`src/rtl/mem_dbus_ctrl_pkg.sv`:
```
// Shared constants, state encoding and helpers for the MEM-stage Wishbone data master.
package mem_dbus_ctrl_pkg;

  localparam logic        RstEnable      = 1'b1;
  localparam logic [31:0] ZeroWord       = 32'h0000_0000;
  localparam logic        Stop           = 1'b1;
  localparam logic        NoStop         = 1'b0;
  localparam int          TimeoutDefault = 16;

  typedef enum logic [1:0] {
    ST_IDLE       = 2'd0,
    ST_BUSY       = 2'd1,
    ST_WAIT_STALL = 2'd2
  } bus_state_e;

  // Stores never return data to the pipeline.
  function automatic logic [31:0] load_data(input logic we, input logic [31:0] d);
    return we ? ZeroWord : d;
  endfunction

endpackage

```
`src/rtl/mem_dbus_ctrl.sv`:
```
// Single-beat Wishbone classic master for MEM-stage loads/stores; holds the
// pipeline through stallreq_o while the access is outstanding.
module mem_dbus_ctrl
  import mem_dbus_ctrl_pkg::*;
#(
  parameter int TIMEOUT = TimeoutDefault
) (
  input  logic        clk,
  input  logic        rst,
  input  logic        cpu_ce_i,
  input  logic        cpu_we_i,
  input  logic [31:0] cpu_addr_i,
  input  logic [3:0]  cpu_sel_i,
  input  logic [31:0] cpu_data_i,
  output logic [31:0] cpu_data_o,
  output logic        stallreq_o,
  output logic        bus_err_o,
  input  logic [5:0]  stall_i,
  input  logic        flush_i,
  output logic [31:0] wb_adr_o,
  output logic [31:0] wb_dat_o,
  output logic [3:0]  wb_sel_o,
  output logic        wb_we_o,
  output logic        wb_stb_o,
  output logic        wb_cyc_o,
  input  logic [31:0] wb_dat_i,
  input  logic        wb_ack_i,
  input  logic        wb_err_i,
  output logic [1:0]  dbg_state_o
);

  localparam int CntW = $clog2(TIMEOUT) + 1;

  bus_state_e      r_state;
  logic [CntW-1:0] r_cnt;
  logic [31:0]     r_rd_buf;
  logic            r_err;
  logic [31:0]     r_wb_adr;
  logic [31:0]     r_wb_dat;
  logic [3:0]      r_wb_sel;
  logic            r_wb_we;
  logic            r_wb_cyc;

  logic w_timeout;
  logic w_fail;
  logic w_done;
  logic w_accept;

  // Handshake: cpu_ce_i is the request valid; the pipeline may advance past the
  // access only in a cycle where stallreq_o is low, which is the completion
  // (ack/err/timeout) cycle, a flush, or any cycle with no request pending.
  assign w_accept  = cpu_ce_i & ~flush_i;
  assign w_timeout = (r_cnt == CntW'(TIMEOUT - 1));
  // An err/ack tie is an error; a timeout only counts if the slave stays silent.
  assign w_fail    = wb_err_i | (w_timeout & ~wb_ack_i);
  assign w_done    = wb_ack_i | w_fail;

  always_comb begin
    stallreq_o = NoStop;
    bus_err_o  = 1'b0;
    cpu_data_o = ZeroWord;
    case (r_state)
      ST_IDLE: begin
        stallreq_o = w_accept ? Stop : NoStop;
      end
      ST_BUSY: begin
        if (!flush_i) begin
          if (w_fail) begin
            bus_err_o = 1'b1;
          end else if (wb_ack_i) begin
            cpu_data_o = load_data(r_wb_we, wb_dat_i);
          end else begin
            stallreq_o = Stop;
          end
        end
      end
      ST_WAIT_STALL: begin
        cpu_data_o = r_rd_buf;
        bus_err_o  = r_err;
      end
      default: begin
        stallreq_o = NoStop;
      end
    endcase
  end

  always_ff @(posedge clk) begin
    if (rst == RstEnable) begin
      r_state  <= ST_IDLE;
      r_cnt    <= '0;
      r_rd_buf <= ZeroWord;
      r_err    <= 1'b0;
      r_wb_adr <= ZeroWord;
      r_wb_dat <= ZeroWord;
      r_wb_sel <= 4'h0;
      r_wb_we  <= 1'b0;
      r_wb_cyc <= 1'b0;
    end else begin
      case (r_state)
        ST_IDLE: begin
          if (w_accept) begin
            r_wb_adr <= cpu_addr_i;
            r_wb_dat <= cpu_data_i;
            r_wb_sel <= cpu_sel_i;
            r_wb_we  <= cpu_we_i;
            r_wb_cyc <= 1'b1;
            r_cnt    <= '0;
            r_state  <= ST_BUSY;
          end
        end
        ST_BUSY: begin
          r_cnt <= r_cnt + CntW'(1);
          if (flush_i) begin
            r_wb_cyc <= 1'b0;
            r_state  <= ST_IDLE;
          end else if (w_done) begin
            r_wb_cyc <= 1'b0;
            r_rd_buf <= w_fail ? ZeroWord : load_data(r_wb_we, wb_dat_i);
            r_err    <= w_fail;
            r_state  <= (|stall_i) ? ST_WAIT_STALL : ST_IDLE;
          end
        end
        ST_WAIT_STALL: begin
          if (flush_i || !(|stall_i)) begin
            r_err   <= 1'b0;
            r_state <= ST_IDLE;
          end
        end
        default: begin
          r_wb_cyc <= 1'b0;
          r_state  <= ST_IDLE;
        end
      endcase
    end
  end

  assign wb_adr_o    = r_wb_adr;
  assign wb_dat_o    = r_wb_dat;
  assign wb_sel_o    = r_wb_sel;
  assign wb_we_o     = r_wb_we;
  assign wb_cyc_o    = r_wb_cyc;
  assign wb_stb_o    = r_wb_cyc;
  assign dbg_state_o = r_state;

endmodule

```
`config.mk`:
```
export PLATFORM = sky130hd
export DESIGN_NAME = mem_dbus_ctrl
export DESIGN_NICKNAME = d
export VERILOG_FILES = /design/src/rtl/mem_dbus_ctrl_pkg.sv /design/src/rtl/mem_dbus_ctrl.sv
export SDC_FILE = /design/constraint.sdc
export NUM_CORES = 1
export LEC_CHECK = 0
export BUFFER_PORTS_ARGS = -buffer_cell sky130_fd_sc_hd__buf_2
export CAP_MARGIN = 25
export CORE_ASPECT_RATIO = 1.4
export CORE_MARGIN = 1.5
export CORE_UTILIZATION = 51
export CTS_BUF_LIST = sky130_fd_sc_hd__clkbuf_8
export CTS_CLUSTER_SIZE = 25
export DETAILED_ROUTE_END_ITERATION = 10
export GPL_ROUTABILITY_DRIVEN = 0
export HOLD_SLACK_MARGIN = 0.06
export PLACE_DENSITY = 0.89
export RECOVER_POWER = 50
export SYNTH_ARGS = -nofsm -noshare
export SYNTH_HDL_FRONTEND = slang
export SYNTH_SLANG_ARGS = --single-unit
```
`constraint.sdc`:
```
create_clock -name clk -period 3.3 [get_ports clk]
set_input_delay 0.66 -clock clk [delete_from_list [all_inputs] [get_ports clk]]
set_output_delay 0.66 -clock clk [all_outputs]
set_load 0.05 [all_outputs]
```
## Word level (Yosys, flattened, before mapping)

Index checks and enable logic that the tools add are counted.

| word-level totals | value |
|---|---|
| bits in latches | 0 |
| memory bits (read-only) | 0 |
| RAM bits | 0 |
| logic and storage cells | 67 |
| memories kept | 0 |
| output and inout bits | 107 |
| input bits | 113 |
| register bits | 110 |

| cells by class | value |
|---|---|
| div/mod/pow operators | 0 |
| multiply operators | 0 |
| $lt $le $gt $ge | 0 |
| equal/unequal tests | 8 |
| multiplexer cells | 30 |
| shift-type cells | 0 |
| add/subtract/negate cells | 1 |
| bitwise operators | 7 |
| reductions and logical operators | 12 |

Operators by type and width:

| kind | count |
|---|---|
| $mux 32 | 5 |
| $pmux 32 s2 | 1 |
| $mux 1 | 12 |
| $mux 2 | 5 |
| $pmux 5 s2 | 1 |
| $reduce_and 3->1 | 3 |
| $ne 2x2->1 const B | 4 |
| $pmux 1 s2 | 3 |
| $pmux 2 s3 | 1 |
| $reduce_or 6->1 | 1 |
| $add 5x1->5 const B | 1 |
| $eq 5x4->1 const B | 1 |
| $mux 5 | 1 |
| $reduce_and 2->1 | 2 |
| $reduce_and 4->1 | 1 |
| $reduce_bool 2->1 | 2 |
| $ne 3x3->1 const B | 1 |
| $not 1->1 | 3 |
| $pmux 1 s3 | 1 |
| $and 1x1->1 | 2 |
| $eq 2x1->1 const B | 1 |
| $eq 2x2->1 const B | 1 |
| $logic_not 2->1 | 1 |
| $or 1x1->1 | 2 |
| other kinds (2) | 2 |

## Logic depth before layout (Yosys ltp)

Gate-level depths: netlist of the first run.

| logic depth | value |
|---|---|
| depth after elaboration | 7 |
| depth in mapped cells | 9 |

## Least setup slack after synthesis of the first run

No wires, ideal clock.

| path | value |
|---|---|
| path kind | register to output |
| start point | register r_state[0] (netlist: dbg_state_o[0]) |
| end point | output port stallreq_o |
| required time | 2.640 ns |
| data arrival time | 2.737 ns |
| buffers on the path | 0 |
| stages on the path, launching flop included | 4 |
| path slack | -0.097 ns |
| path through | dfxtp_1 ha_1 nand2b_2 o41ai_1 |

| on the way | value |
|---|---|
| longest elaborated chain between the ends | 2 |

Ends and longest elaborated chain:

| element | RTL line | source |
|---|---|---|
| start, declared | mem_dbus_ctrl.sv:34 | `bus_state_e r_state;` |
| start signal, assigned | mem_dbus_ctrl.sv:120 | `r_state <= (\|stall_i) ? ST_WAIT_STALL : ST_IDLE;` |
| $eq 2x1->1 or $logic_not 2->1 (tied branches) | mem_dbus_ctrl.sv:62 | `case (r_state)` |
| $pmux 1 s2 * | mem_dbus_ctrl.sv:62 |  |
| end, declared | mem_dbus_ctrl.sv:16 | `output logic stallreq_o,` |

Every way passes the cells marked *; elsewhere a longest branch is shown, timed or not.

## Worst setup path after layout of the first run

| path | value |
|---|---|
| start point | register r_state[1] (netlist: dbg_state_o[1]) |
| end point | output port cpu_data_o[15] |

| on the way | value |
|---|---|
| longest elaborated chain between the ends | 2 |

Ends and longest elaborated chain:

| element | RTL line | source |
|---|---|---|
| $eq 2x2->1 or $eq 2x1->1 (tied branches) | mem_dbus_ctrl.sv:62 |  |
| $pmux 32 s2 * | mem_dbus_ctrl.sv:62 |  |
| end, declared | mem_dbus_ctrl.sv:15 | `output logic [31:0] cpu_data_o,` |

Marked as above.

==> impl_metrics.ini, run 1 <==
[sta]
rsz0062_at_grt = false
maxSlewViolCount = 0
tightest_slew_ns = 1.44
fin_skew_ns = 0.00621
max_slew_margin_pct = 4.27
finalCritPeriodShare_pct = 92.6
finalSetupTns_ns = 0
period_minus_slack_ns = 3.06
final-setup-viol-count = 0
hold_viol = 0
timing.fmax_mhz = 327

[yosys]
avgSynthCellArea_sq_um = 7.62
synth_area_leaders = dfxtp_1, nand2_1, a21oi_1
netlist_instances = 586
ys_seq_elements = 110
synth_top_area_share_pct = 49.3
synth-async-reset-ratio_pct = 0
yosysMostFrequentCell = nand2_1
yosys_warnings = 0
yosys-top-cells-count = nand2_1, dfxtp_1, a21oi_1
syn-cell-area_sq_mm = 0.00447
syn-num-nets = 704
yosysSeqAreaShare_pct = 49.3
synth_top_cell_by_area = dfxtp_1
synth-edff-count = 0
synth_flop_cell = dfxtp_1
yosys.cell_types.count = 32

[grt]
grt_usage_pct = 24.4
grtUsageMet1_pct = 24.4
grt_start_max_net_pins = 66
overflow = 0
grt_pass1_wl_um = 17900
met3_usage_pct = 9.52
met2_usage_pct = 44.4
busiest_layer = met2
grt_pass1_vias = 4242
antenna_found_initial = 0

[hold_path]
hp-class = reg2reg
worstHoldStart = r_rd_buf[26]

[cts]
worstSkewPairLatency_ns = 0.35
cts_made_buffers = 9
cts_buffer_depth = 2
hold_buffers = 0
cts_max_level = 3
cts_tree = built
clk_transition_reported_paths_ns = 0.10
clock-sinks = 110
cts_setup_buffers = 0
cts-root-buf = clkbuf_8

[floorplan]
dieArea_sq_mm = 0.00933
rows = 40
die_height_um = 114
coreArea_sq_mm = 0.00856
initial_core_util_pct = 52.2
pin_count = 220
chipWidth_um = 82.1

[power_and_ir_drop]
swShare_pct = 38.5
power_density_mw_per_mm2 = 596
power_mw = 3.38
power_frac_comb_pct = 32.2
vdd_drop_max_v = 0.000453
p_clk_share_pct = 23.3
p_seq_share_pct = 44.6
p_int_mw = 2.08
leakage_nw = 2.25
switchingPower_mw = 1.30

[worst_setup_path]
worstSetupEndpointType = output port
cp-start-kind = flip-flop
r2r_start = r_cnt[0]
critPathArrivalTime_ns = 2.40
cp-startpoint = dbg_state_o[1]
cp_top_family = buffers and inverters
max_stage_delay_ns = 0.37
crit_buf_inv = 3
critPathMaxFanout = 32
worstPathCellList = inv_1 > ha_1 > nand2b_2 > nor4b_4 > buf_6 > nand2_1 > a21boi_1 > buf_2
crit_slowest_cell = dfxtp_1
critical_path_class = reg2out
worstPathRequired_ns = 2.64

[final_layout]
area_delta_synth_final_pct = 26.9
multiInputGateArea_sq_mm = 0.00205
insertedDiodeCount = 0
nets = 899
drive_gt1_share_pct = 21.7
final_area_sq_mm = 0.00567
final_cell_count_no_fill = 890
seq_area_sq_mm = 0.00220
fillers = 751

[placed_design]
dp_hpwl_um = 8530
io_buffer_count = 219
placed_area_sq_mm = 0.00557
numPlacedInstances = 875

[detailed_routing]
wirelength_um = 11800
drt-initial-drc-count = 150
detail-route-antenna-nets = 0
drc = 0
dr.pass1.iters = 4
vias = 4664
wl_per_cell_um = 13.2
drt-vias-per-instance = 5.24

[run]
maxCapViolCount = 0

[status]
status = finished clean
## metrics by stage
stage	hold WS [ns]	utilization, %	setup WS [ns]
after floorplan	0.437	-	0.177
after CTS	0.458	67.3	0.156
after global placement	0.439	65.1	0.538
final	0.458	66.2	0.243
after global routing	0.476	66.2	0.0811
after detailed placement	0.444	65.1	0.450
## sequential cells by signal, summed over array words and instances, names as in the netlist
name         cells
r_rd_buf        32
wb_adr_o        32
wb_dat_o        32
r_cnt            5
wb_sel_o         4
dbg_state_o      2
r_err            1
wb_cyc_o         1
wb_we_o          1
## tightest hold or removal path: stages, from the launching register on
cell and delay, ns:
dfxtp_1 0.32, nand2_1 0.05, a21oi_1 0.05
## placed cells by master (no fill, tap or decap), types with 2 or more instances in the layout
master	n
nand2_1	242
buf_2	145
dfxtp_1	110
a21oi_1	107
clkbuf_1	74
a21boi_1	33
clkbuf_8	9
inv_1	8
nor2_1	7
ha_1	5
nor2b_1	4
mux2i_1	3
nand3_1	3
buf_4	3
o21ai_0	2
nand2b_1	2
a22oi_1	2
a32o_1	2
clkbuf_2	2
## power by group through the flow
stage	Combinational, mW	Clock [mW]	Sequential (mW)
final	1.09	0.786	1.51
after global routing	1.16	0.855	1.52
after CTS	1.12	0.804	1.50
after detailed placement	1.12	0	1.53
after global placement	1.09	0	1.52
after floorplan	0.532	0	1.84
## path summary, 6_finish.rpt
check,depth (start not counted),slack [ns],endpoint
max,8,0.24,cpu_data_o[15]
min,2,0.46,r_rd_buf[26]
max reg2reg,8,0.51,r_err
min reg2reg,2,0.46,r_rd_buf[26]
## layer usage
metal	vias up	wire [um]
li1	2302	-
met4	0	201
met2	216	5810
met3	17	1250
met5	-	0
met1	2129	4530
## logic make-up after synthesis
kind of cell,count (synthesis),synth area share [%]
AOI/OAI and AO/OA,154,20.0
adders and majority gates,5,1.40
buffers and inverters,49,5.04
DFF,110,49.3
muxes,3,0.672
and+or+nand+nor,265,23.5
## final cells by class
cell class,instances,share of cell area [%]
Inverter,7,0.464
Sequential cell,110,38.9
Clock buffer,9,2.19
Timing Repair Buffer,226,18.8
Clock inverter,6,1.13
Multi-Input combinational cell,427,36.2
Tap cell,105,2.32
## timing repair
item                                    in CTS  in global routing
endpoints found under the setup margin       0                  1
gates resized for setup                      0                  1
hold endpoints to repair                     0                  0
Power figures use the tool's default switching activity.
==> inputs of run 2 (changes only) <==
Settings changed: BUFFER_PORTS_ARGS -buffer_cell sky130_fd_sc_hd__buf_2 to -buffer_cell sky130_fd_sc_hd__clkbuf_2, CORE_UTILIZATION 51 to 40, PLACE_DENSITY 0.89 to 0.72.
Clock period 3.3 ns to 3.37 ns, I/O delays scaled along.
==> impl_metrics.ini, run 2 (same netlist as run 1, synthesis figures left out) <==
[floorplan]
initial_core_util_pct = 41.1
die_height_um = 128
chipWidth_um = 92.3
dieArea_sq_mm = 0.0118
pin_count = 220
rows = 45
coreArea_sq_mm = 0.0109

[sta]
hold_viol = 0
finalCritPeriodShare_pct = 92.8
period_minus_slack_ns = 3.13
max_slew_margin_pct = 1.49
fin_skew_ns = 0.00887
final-setup-viol-count = 0
maxSlewViolCount = 0
whs_ns = 0.459
tightest_slew_ns = 1.48
rsz0062_at_grt = false
timing.fmax_mhz = 320
finalSetupTns_ns = 0

[worst_setup_path]
worstSetupEndpointType = output port
critPathMaxFanout = 32
crit_slowest_cell = dfxtp_1
worstPathCellList = inv_1 > ha_1 > nand2b_2 > nor4b_4 > buf_6 > nand2_1 > a21boi_1 > clkbuf_2
cp-start-kind = flip-flop
r2r_start = r_cnt[0]
critical_path_class = reg2out
cp-startpoint = dbg_state_o[1]
worstPathRequired_ns = 2.70
worstRegToRegCells = 8
max_stage_delay_ns = 0.37
critPathArrivalTime_ns = 2.45

[detailed_routing]
drt-initial-drc-count = 134
wl_per_cell_um = 12.7
detail-route-antenna-nets = 0
drt-vias-per-instance = 4.90
wirelength_um = 11800
vias = 4542
drc = 0
dr.pass1.iters = 5

[cts]
clock-sinks = 110
cts_made_buffers = 9
clk_transition_reported_paths_ns = 0.10
cts_setup_buffers = 0
cts_buffer_depth = 2
cts_tree = built
worstSkewPairLatency_ns = 0.37
cts_max_level = 3
cts-root-buf = clkbuf_8

[placed_design]
numPlacedInstances = 912
io_buffer_count = 219
dp_hpwl_um = 8460
placed_area_sq_mm = 0.00564

[hold_path]
worstHoldStart = wb_adr_o[31]
hp-class = reg2reg
whs_path_depth = 2

[final_layout]
area_delta_synth_final_pct = 28.1
fillers = 1098
insertedDiodeCount = 0
final_cell_mix = nand2_1, clkbuf_2, dfxtp_1
final_common_cell = nand2_1
final_cell_count_no_fill = 927
final_area_sq_mm = 0.00572
nets = 900
drive_gt1_share_pct = 21.9

[grt]
grt_usage_pct = 19.9
grt_pass1_wl_um = 19100
grt_pass1_vias = 4316
overflow = 0
antenna_found_initial = 0
grt_start_max_net_pins = 67

[power_and_ir_drop]
power_mw = 3.25
vdd_drop_max_v = 0.000301
leakage_nw = 2.23
power_density_mw_per_mm2 = 568

[run]
maxCapViolCount = 0

[status]
status = finished clean
==> run 2: area by class of cell <==
class / instances / area [sq um] / area share (%)
sequential: 110 / 2200 / 38.5
multi-input combinational: 427 / 2050 / 35.9
timing repair buffer: 227 / 1090 / 19.1
tap: 141 / 176 / 3.08
clock buffer: 9 / 124 / 2.17
clock inverter: 6 / 47.5 / 0.831
inverter: 7 / 26.3 / 0.459
==> run 2: worst paths after layout <==
| check | end | slack (ns) |
|---|---|---|
| min | wb_adr_o[31] | 0.46 |
| max reg2reg | r_rd_buf[4] | 0.54 |
| max | cpu_data_o[27] | 0.24 |
| min reg2reg | wb_adr_o[31] | 0.46 |
==> run 2: worst max-delay path: cells and delay by family (launching register included) <==
family          cells  cell delay (ns)
buf+inv             3             0.67
simple gates        3             0.51
fa+ha+maj           1             0.31
flops               1             0.37
compound gates      1             0.19
==> run 2: power breakdown <==
part / internal (mW) / total, mW / switching, mW / leakage [nW]
sequential: 1.41 / 1.47 / 0.0628 / 0.894
clock: 0.270 / 0.718 / 0.448 / 0.0744
combinational: 0.284 / 1.06 / 0.775 / 1.26
total: 1.96 / 3.25 / 1.29 / 2.23
==> run 2: stage by stage <==
step                utilization (%)  worst slack [ns]
finish                         52.6             0.243
floorplan                         -           0.00570
global placement               51.9             0.518
detailed placement             51.9             0.454
global route                   52.6            0.0535
CTS                            53.5             0.147
==> run 2: routing by layer <==
metal	global-route usage, %	vias up	share of wire [%]
li1	-	2310	-
met1	22.7	2012	42
met2	34.6	201	47
met3	5.28	19	8.3
met4	8.87	0	2.0
met5	0	-	0
==> run 2: what timing repair did <==
item / CTS / global route
gates resized for setup: 0 / 1
setup endpoints to repair: 0 / 3
hold buffers: 0 / 0
